$ cat config.mk
export PLATFORM = sky130hd
export DESIGN_NAME = mult_div_issue_block_flat
export DESIGN_NICKNAME = d
export VERILOG_FILES = /design/src/rtl/mult_div_issue_block_if.sv /design/src/rtl/mult_div_issue_block.sv /design/src/flat_wrapper.sv
export SDC_FILE = /design/constraint.sdc
export NUM_CORES = 1
export LEC_CHECK = 0
export ABC_AREA = 1
export CAP_MARGIN = 25
export CORE_AREA = 2 2 201 203
export DETAILED_ROUTE_END_ITERATION = 10
export DIE_AREA = 0 0 203 205
export PLACE_DENSITY = 0.62
export SLEW_MARGIN = 0
export SYNTH_ARGS = -nofsm -noshare
export SYNTH_HDL_FRONTEND = slang
export SYNTH_SLANG_ARGS = --single-unit
$ cat constraint.sdc
create_clock -name clk -period 3.4 [get_ports clk]
set_input_delay 0.68 -clock clk [delete_from_list [all_inputs] [get_ports clk]]
set_output_delay 0.68 -clock clk [all_outputs]
set_load 0.03 [all_outputs]
$ cat src/rtl/mult_div_issue_block_if.sv
// mult_div_issue_block_if: issue-queue and CDB handshake bundle for the mult/div issue block
interface mult_div_issue_block_if #(parameter int XLEN = 32, parameter int TAG_W = 6);
  logic             issueque_ready;
  logic [2:0]       issue_opcode;
  logic [TAG_W-1:0] issue_rd_tag;
  logic [XLEN-1:0]  issue_rs1_data;
  logic [XLEN-1:0]  issue_rs2_data;
  logic             issueblk_done;
  logic             cdb_req;
  logic             cdb_grant;
  logic [TAG_W-1:0] cdb_tag;
  logic [XLEN-1:0]  cdb_data;
  logic             busy;
  modport slave (
    input  issueque_ready, issue_opcode, issue_rd_tag, issue_rs1_data, issue_rs2_data, cdb_grant,
    output issueblk_done, cdb_req, cdb_tag, cdb_data, busy
  );
  modport master (
    output issueque_ready, issue_opcode, issue_rd_tag, issue_rs1_data, issue_rs2_data, cdb_grant,
    input  issueblk_done, cdb_req, cdb_tag, cdb_data, busy
  );
endinterface

$ cat src/rtl/mult_div_issue_block.sv
// mult_div_issue_block: iterative RV32M multiply/divide between issue queue and CDB; MULT_DIV_FAST_MUL_EN enables single-cycle multiply
module mult_div_issue_block #(
  parameter int XLEN  = 32,
  parameter int TAG_W = 6
) (
  input  logic                  clk,
  input  logic                  rst_n,
  mult_div_issue_block_if.slave bus
);
  typedef enum logic [1:0] {IDLE, EXEC, FIX, DONE} state_t;
  state_t state, state_n;
  logic [4:0]        cnt;
  logic [2:0]        op, opc;
  logic [TAG_W-1:0]  rd;
  logic [2*XLEN-1:0] acc, fprod, prod;
  logic [XLEN-1:0]   b, rs1, rs2, m1, m2, quo, rmd, res;
  logic              neg_q, neg_r, s1, s2, n1, n2, div0, ovf, fast, accept;
  logic [XLEN:0]     msum;
  logic [XLEN+1:0]   dif;
  assign opc = bus.issue_opcode;
  assign rs1 = bus.issue_rs1_data;
  assign rs2 = bus.issue_rs2_data;
  assign s1 = opc == 3'd1 || opc == 3'd2 || opc == 3'd4 || opc == 3'd6;
  assign s2 = opc == 3'd1 || opc == 3'd4 || opc == 3'd6;
  assign n1 = s1 & rs1[XLEN-1];
  assign n2 = s2 & rs2[XLEN-1];
  assign m1 = n1 ? -rs1 : rs1;
  assign m2 = n2 ? -rs2 : rs2;
  assign div0 = opc[2] && rs2 == '0;
  assign ovf = (opc == 3'd4 || opc == 3'd6) && rs1 == 32'h8000_0000 && rs2 == '1;
`ifdef MULT_DIV_FAST_MUL_EN
  assign fast  = !opc[2];
  assign fprod = {32'b0, m1} * {32'b0, m2};
`else
  assign fast  = 1'b0;
  assign fprod = '0;
`endif
  assign bus.issueblk_done = rst_n && state == IDLE;
  assign accept = bus.issueblk_done && bus.issueque_ready;
  // multiply: multiplier in acc low half, partial sum in high half, shift right
  assign msum = acc[0] ? {1'b0, acc[63:32]} + {1'b0, b} : {1'b0, acc[63:32]};
  // divide: remainder in high half, dividend/quotient bits shift through low half
  assign dif = {1'b0, acc[63:31]} - {2'b0, b};
  assign prod = neg_q ? -acc : acc;
  assign quo = neg_q ? -acc[31:0] : acc[31:0];
  assign rmd = neg_r ? -acc[63:32] : acc[63:32];
  assign res = op == 3'd0 ? prod[31:0] : !op[2] ? prod[63:32] : op[1] ? rmd : quo;
  always_comb begin
    state_n = state == IDLE ? (accept ? (div0 || ovf || fast ? FIX : EXEC) : IDLE) :
              state == EXEC ? (&cnt ? FIX : EXEC) :
              state == FIX  ? DONE :
              (bus.cdb_grant ? IDLE : DONE);
  end
  always_ff @(posedge clk) begin
    if (!rst_n) begin
      state       <= IDLE;
      cnt         <= '0;
      bus.busy    <= 1'b0;
      bus.cdb_req <= 1'b0;
      bus.cdb_tag <= '0;
      bus.cdb_data <= '0;
    end else begin
      state    <= state_n;
      bus.busy <= state_n != IDLE;
      cnt      <= state == EXEC ? cnt + 5'd1 : 5'd0;
      if (accept) begin
        op    <= opc;
        rd    <= bus.issue_rd_tag;
        b     <= m2;
        neg_q <= !(div0 || ovf) && (n1 ^ n2);
        neg_r <= !(div0 || ovf) && opc[2] && n1;
        acc   <= div0 ? {rs1, 32'hFFFF_FFFF} : ovf ? {32'b0, 32'h8000_0000} : fast ? fprod : {32'b0, m1};
      end else if (state == EXEC)
        acc <= op[2] ? (dif[XLEN+1] ? {acc[62:0], 1'b0} : {dif[31:0], acc[30:0], 1'b1}) : {msum, acc[31:1]};
      if (state == FIX) begin
        bus.cdb_req  <= 1'b1;
        bus.cdb_tag  <= rd;
        bus.cdb_data <= res;
      end else if (state == DONE && bus.cdb_grant)
        bus.cdb_req <= 1'b0;
    end
  end
endmodule

$ cat src/flat_wrapper.sv
// flat-port wrapper written by rule: the top's interface ports become plain ports
module mult_div_issue_block_flat 
#(
  parameter int XLEN  = 32,
  parameter int TAG_W = 6
)
  (clk, rst_n, bus_issueque_ready, bus_issue_opcode, bus_issue_rd_tag, bus_issue_rs1_data, bus_issue_rs2_data, bus_cdb_grant, bus_issueblk_done, bus_cdb_req, bus_cdb_tag, bus_cdb_data, bus_busy);
  mult_div_issue_block_if #(.XLEN(XLEN), .TAG_W(TAG_W)) bus_i ();
  input  logic clk;
  input  logic rst_n;
  input wire logic [$bits(bus_i.issueque_ready)-1:0] bus_issueque_ready;
  input wire logic [$bits(bus_i.issue_opcode)-1:0] bus_issue_opcode;
  input wire logic [$bits(bus_i.issue_rd_tag)-1:0] bus_issue_rd_tag;
  input wire logic [$bits(bus_i.issue_rs1_data)-1:0] bus_issue_rs1_data;
  input wire logic [$bits(bus_i.issue_rs2_data)-1:0] bus_issue_rs2_data;
  input wire logic [$bits(bus_i.cdb_grant)-1:0] bus_cdb_grant;
  output wire logic [$bits(bus_i.issueblk_done)-1:0] bus_issueblk_done;
  output wire logic [$bits(bus_i.cdb_req)-1:0] bus_cdb_req;
  output wire logic [$bits(bus_i.cdb_tag)-1:0] bus_cdb_tag;
  output wire logic [$bits(bus_i.cdb_data)-1:0] bus_cdb_data;
  output wire logic [$bits(bus_i.busy)-1:0] bus_busy;
  assign bus_i.issueque_ready = bus_issueque_ready;
  assign bus_i.issue_opcode = bus_issue_opcode;
  assign bus_i.issue_rd_tag = bus_issue_rd_tag;
  assign bus_i.issue_rs1_data = bus_issue_rs1_data;
  assign bus_i.issue_rs2_data = bus_issue_rs2_data;
  assign bus_i.cdb_grant = bus_cdb_grant;
  assign bus_issueblk_done = bus_i.issueblk_done;
  assign bus_cdb_req = bus_i.cdb_req;
  assign bus_cdb_tag = bus_i.cdb_tag;
  assign bus_cdb_data = bus_i.cdb_data;
  assign bus_busy = bus_i.busy;
  mult_div_issue_block #(.XLEN(XLEN), .TAG_W(TAG_W)) u_core (.clk(clk), .rst_n(rst_n), .bus(bus_i));
endmodule
Yosys cells after proc, flatten, opt, wreduce, memory -nomap -nowiden

Index checks and enable logic that the tools add are counted.

Flip-flop bits (word level): 154
Bits in latches: 0
Memory bits (writable): 0
Bits in read-only memories: 0
Input port bits: 77
Output and inout bits: 41
Word-level logic and storage cells: 83
Memories kept: 0

Add/sub/neg operators: 8
$mul: 0
Divide/modulo/power cells: 0
Order comparisons: 0
Eq/ne operators: 9
Shift operators: 0
Muxes and demuxes: 24
Bitwise logic cells: 3
Reduce and logical (&&, ||, !) cells: 27

Operator list:

| kind                   | count |
|---|---|
| $mux W64               | 6 |
| $mux W32               | 8 |
| $neg A32 Y32           | 4 |
| $eq A32 B32 Y1 const B | 2 |
| $neg A64 Y64           | 1 |
| $sub A33 B32 Y34       | 1 |
| $add A32 B32 Y33       | 1 |
| $mux W33               | 1 |
| $logic_not A32 Y1      | 1 |
| $mux W2                | 7 |
| $logic_and A1 B1 Y1    | 9 |
| $logic_or A1 B1 Y1     | 7 |
| $eq A3 B3 Y1 const B   | 2 |
| $reduce_and A2 Y1      | 3 |
| $reduce_bool A2 Y1     | 3 |
| $add A5 B1 Y5 const B  | 1 |
| $reduce_and A5 Y1      | 1 |
| $eq A2 B2 Y1 const B   | 2 |
| $eq A3 B1 Y1 const B   | 1 |
| $eq A3 B2 Y1 const B   | 1 |
| $logic_not A3 Y1       | 1 |
| $and A1 B1 Y1          | 2 |
| $eq A2 B1 Y1 const B   | 1 |
| $logic_not A2 Y1       | 1 |
| other kinds (3)        | 4 |

Longest topological paths before layout

Gate-level depths: netlist (run 1).

Word-level depth: 9
Depth in mapped cells: 18
Gate-level depth less buffers: 17

Worst setup path before layout (run 1)

No wires, ideal clock.

Path kind: input -> register
From: in rst_n
To: reg u_core.acc[0] (enable)
Library setup time: 424 ps
Arrival time: 3195 ps
Required time: 2976 ps
Slack: -218 ps
Cell stages on the path: 6
Buffers on the path: 2
Cells stage by stage: inv_2 -> nor2_1 -> nand2_1 -> clkbuf_1 -> buf_1 -> nand2_1

Longest elaborated chain between the ends: 4

RTL lines:

| element                             | RTL line                   | text |
|---|---|---|
| from (decl)                         | flat_wrapper.sv:10         | `input logic rst_n;` |
| $logic_and A1 B1 Y1                 | mult_div_issue_block.sv:38 | `assign bus.issueblk_done = rst_n && state == IDLE;` |
| named net bus_issueblk_done         | flat_wrapper.sv:17         | `output wire logic [$bits(bus_i.issueblk_done)-1:0] bus_issueblk_done;` |
| $logic_and A1 B1 Y1                 | mult_div_issue_block.sv:39 | `assign accept = bus.issueblk_done && bus.issueque_ready;` |
| $reduce_bool A2 Y1 (no source line) | n/a                        |  |
| $reduce_and A2 Y1 (no source line)  | n/a                        |  |
| to (signal assigned)                | mult_div_issue_block.sv:72 | `acc <= div0 ? {rs1, 32'hFFFF_FFFF} : ovf ? {32'b0, 32'h8000_0000} : fast ? fprod : {32'b0, m1};` |
| to (signal assigned)                | mult_div_issue_block.sv:74 | `acc <= op[2] ? (dif[XLEN+1] ? {acc[62:0], 1'b0} : {dif[31:0], acc[30:0], 1'b1}) : {msum, acc[31:1]};` |
| to (decl)                           | mult_div_issue_block.sv:15 | `logic [2*XLEN-1:0] acc, fprod, prod;` |

The timed path passes the listed nets, and every way through them passes these cells.
A chain may end at the register's enable or synchronous reset.

Worst setup path after layout (run 1)

From: in bus_issue_rs2_data[0]
To: reg u_core.acc[59], data pin

Longest elaborated chain between the ends: 4

RTL lines:

| element             | RTL line                   | text |
|---|---|---|
| from (decl)         | flat_wrapper.sv:15         | `input wire logic [$bits(bus_i.issue_rs2_data)-1:0] bus_issue_rs2_data;` |
| $logic_not A32 Y1   | mult_div_issue_block.sv:29 | `assign div0 = opc[2] && rs2 == '0;` |
| $logic_and A1 B1 Y1 | mult_div_issue_block.sv:29 |  |
| $mux W64            | mult_div_issue_block.sv:72 |  |
| $mux W64            | mult_div_issue_block.sv:66 | `if (accept) begin` |

Every way passes these cells.

==> flow_summary.ini, run 1 <==
[worst_setup_path]
r2r_slack_ps = 410
critical_path_class = in -> reg
start_kind = input pin
required_ps = 3730
cp-end-kind = register
critPathLaunch = bus_issue_rs2_data[0]
reg2reg_to = u_core.acc[36]
critPathArrivalTime_ps = 3340
ff2ff_path_depth = 13
r2r-start = u_core.acc[38]
path_max_fanout = 22

[logic_synthesis]
async_reset_ff_frac = 0
synth_sequential_area_ratio = 0.2431
synthTopCellsByArea = nand2_1 (19%), edfxtp_1 (19%), nand3_1 (9.3%)
synth-seq-cells = 154
synth_area_sq_um = 17090
synth_area_leader_cell = nand2_1
synth_edf_count = 107
yosys.cell_types.count = 52
synth_fp_nets = 3049
syn_inst = 2899
synth_ff_type = edfxtp_1
ys_warn_count = 0
avgSynthCellArea_sq_um = 5.895
netlist.area_leader.share = 0.1891

[cts]
cts_buffers = 17
postCtsHoldBufs = 0
clockBufferDepth = 2
cts_root_buf = clkbuf_16
cts-htree-levels = 4
clkLatencyLatePin_ps = 470
cts-resized-gates = 0
clock-sinks = 154
cts_tree = yes
cts_setup_buffers = 0
clk_pin_slew_worst_paths_ps = 80

[timing]
fin_crit_sh = 0.8845
hold_viol_final = 0
max-slew-margin-rel = 0.3805
max_freq_mhz = 332.5
final.setup.worst_slack_ps = 392.7
setup_viol = 0
period_needed_ps = 3007
rsz0062_at_grt = no
final_max_slew_viol_count = 0
clock_skew_ps = 19.04
whs_ps = 454.9
worst_pin_slew_ps = 929.3

[power]
power.density_nw_per_um2 = 400.7
peakVddDrop_mv = 0.3660
p_total_uw = 7857
p_leak_uw = 0.009347

[worst_hold_path]
hold_end = u_core.cnt[0]
hp-class = reg -> reg
holdPathStages = 1
hold_start = u_core.cnt[0]

[floorplanning]
ioPinCount = 118
core_sq_um = 39370
die_w_um = 203
start_util = 0.4341
rows = 73
die_h_um = 205
dieArea_sq_um = 41620

[detailed_routing]
viasPerCell = 5.731
dr.pass1.iters = 6
post_drt_wl_per_cell_um = 22.00
drt-initial-drc-count = 2444
vias = 20320
route.detailed.drc = 0
routed_wl_mm = 77.98
ant_nets = 0

[layout]
fill_cells = 4237
mostFrequentLayoutCells = nand2_1 (859), inv_1 (388), nor2_1 (360)
layout_commonest_cell = nand2_1
fin_area_sq_um = 19610
area_delta_synth_final_pct = 14.72
drive_gt1_frac = 0.04606
final_util = 0.4980
nets = 3155

[place]
gp_congestion = 1.054
post-place-ws_ps = -6.420
detailed_place_hpwl_mm = 63.25
port_buffers = 117
place_area_sq_um = 19040

[job]
cap_violations = 0

[status]
status = completed

[global_routing]
grt_max_degree = 118
grt_pass1_wl_mm = 115.2
grt_overflow = 0
grt_pass1_vias = 18600
grt_antenna_before_repair = 1
track_usage = 0.3731
per-layer routing:
layer / wire [um] / global-route usage
met2: 32760 / 0.5653
met4: 2711 / 0.1225
met1: 33840 / 0.5242
met5: 0 / 0
met3: 8664 / 0.08193
kinds of logic (layout without fill, tap and decap cells):
family / after synthesis / in the layout / synth area share
AND/OR/NAND/NOR: 1646 / 1646 / 0.4029
buffers and inverters: 485 / 604 / 0.1098
AO/OA/AOI/OAI: 456 / 456 / 0.1463
flip-flops: 154 / 154 / 0.2431
XOR/XNOR: 85 / 85 / 0.04356
adder cells (fa/ha/maj): 73 / 73 / 0.05432
other: 0 / 2 / 0
cells in the mapped netlist (11+ instances only):
master    number
a21boi_1      11
a21oi_1      219
a22oi_1       27
buf_2         11
clkbuf_1      61
dfxtp_1       47
edfxtp_1     107
ha_1          71
inv_1        389
nand2_1      861
nand3_1      319
nand4_1       27
nor2_1       361
nor2_2        11
nor3_1        29
o211ai_1      13
o21ai_0      128
o21ai_1       21
o21bai_1      11
xnor2_1       31
xor2_1        54
power breakdown:
group,switching (uW),internal [uW]
clock,927,1020
sequential,258,2220
combinational,2300,1130
metrics by stage:
step                      setup TNS (ps)  cells
final                                  0   3545
after detailed placement          -6.420   3511
after CTS                              0   3543
after global routing                   0   3543
after global placement                 0   3511
after floorplan                        0   2899
layout make-up:
cell class / count / area [sq um] / area share
clock inverter: 12 / 96.34 / 0.004914
clock buffer: 20 / 467.9 / 0.02387
inverter: 397 / 1493 / 0.07613
multi-input combinational: 2260 / 11070 / 0.5645
sequential: 154 / 4154 / 0.2119
antenna: 2 / 5.005 / 0.0002553
timing repair buffer: 175 / 1667 / 0.08500
tap: 525 / 656.9 / 0.03350
critical path, stage by stage:
cell and delay [ps]:
clkdlybuf4s50_1 480, inv_1 100, ha_1 170, nand3_1 130, nor2_1 210, nand4_1 120, nor2_1 170, nand2_2 120
buf_4 230, o21ai_0 690, inv_1 100, nor2_1 120
registers in the layout (all words and copies together) (netlist names):
signal	count
u_core.bus.cdb_data	32
u_core.bus.cdb_tag	6
u_core.op	3
u_core.neg_r	1
u_core.neg_q	1
u_core.cnt	5
u_core.bus.busy	1
u_core.bus.cdb_req	1
u_core.b	32
u_core.acc	64
u_core.rd	6
u_core.state	2
how the worst max path moves through the flow:
| stage | end | slack (ps) | depth (start not counted) |
|---|---|---|---|
| final | u_core.acc[59] | 390 | 12 |
| after global placement | u_core.acc[59] | 10 | 12 |
| after CTS | u_core.acc[59] | 460 | 12 |
| after detailed placement | u_core.acc[59] | -6 | 12 |
| after global routing | u_core.acc[59] | 130 | 12 |
| after floorplan | u_core.acc[0] | 380 | 6 |
Note: power is estimated with default switching activity, not from simulation.
==> run 2: changes to the inputs <==
--- a/config.mk
+++ b/config.mk
@@ -6,10 +6,12 @@
 export NUM_CORES = 1
 export LEC_CHECK = 0
 export ABC_AREA = 1
+export ABC_CLOCK_PERIOD_IN_PS = 3400
 export CAP_MARGIN = 25
 export CORE_AREA = 2 2 201 203
 export DETAILED_ROUTE_END_ITERATION = 10
 export DIE_AREA = 0 0 203 205
+export GPL_ROUTABILITY_DRIVEN = 1
 export PLACE_DENSITY = 0.62
 export SLEW_MARGIN = 0
 export SYNTH_ARGS = -nofsm -noshare
==> results of run 2 <==
The final DEF is identical to that of run 1; final timing and power are the same.
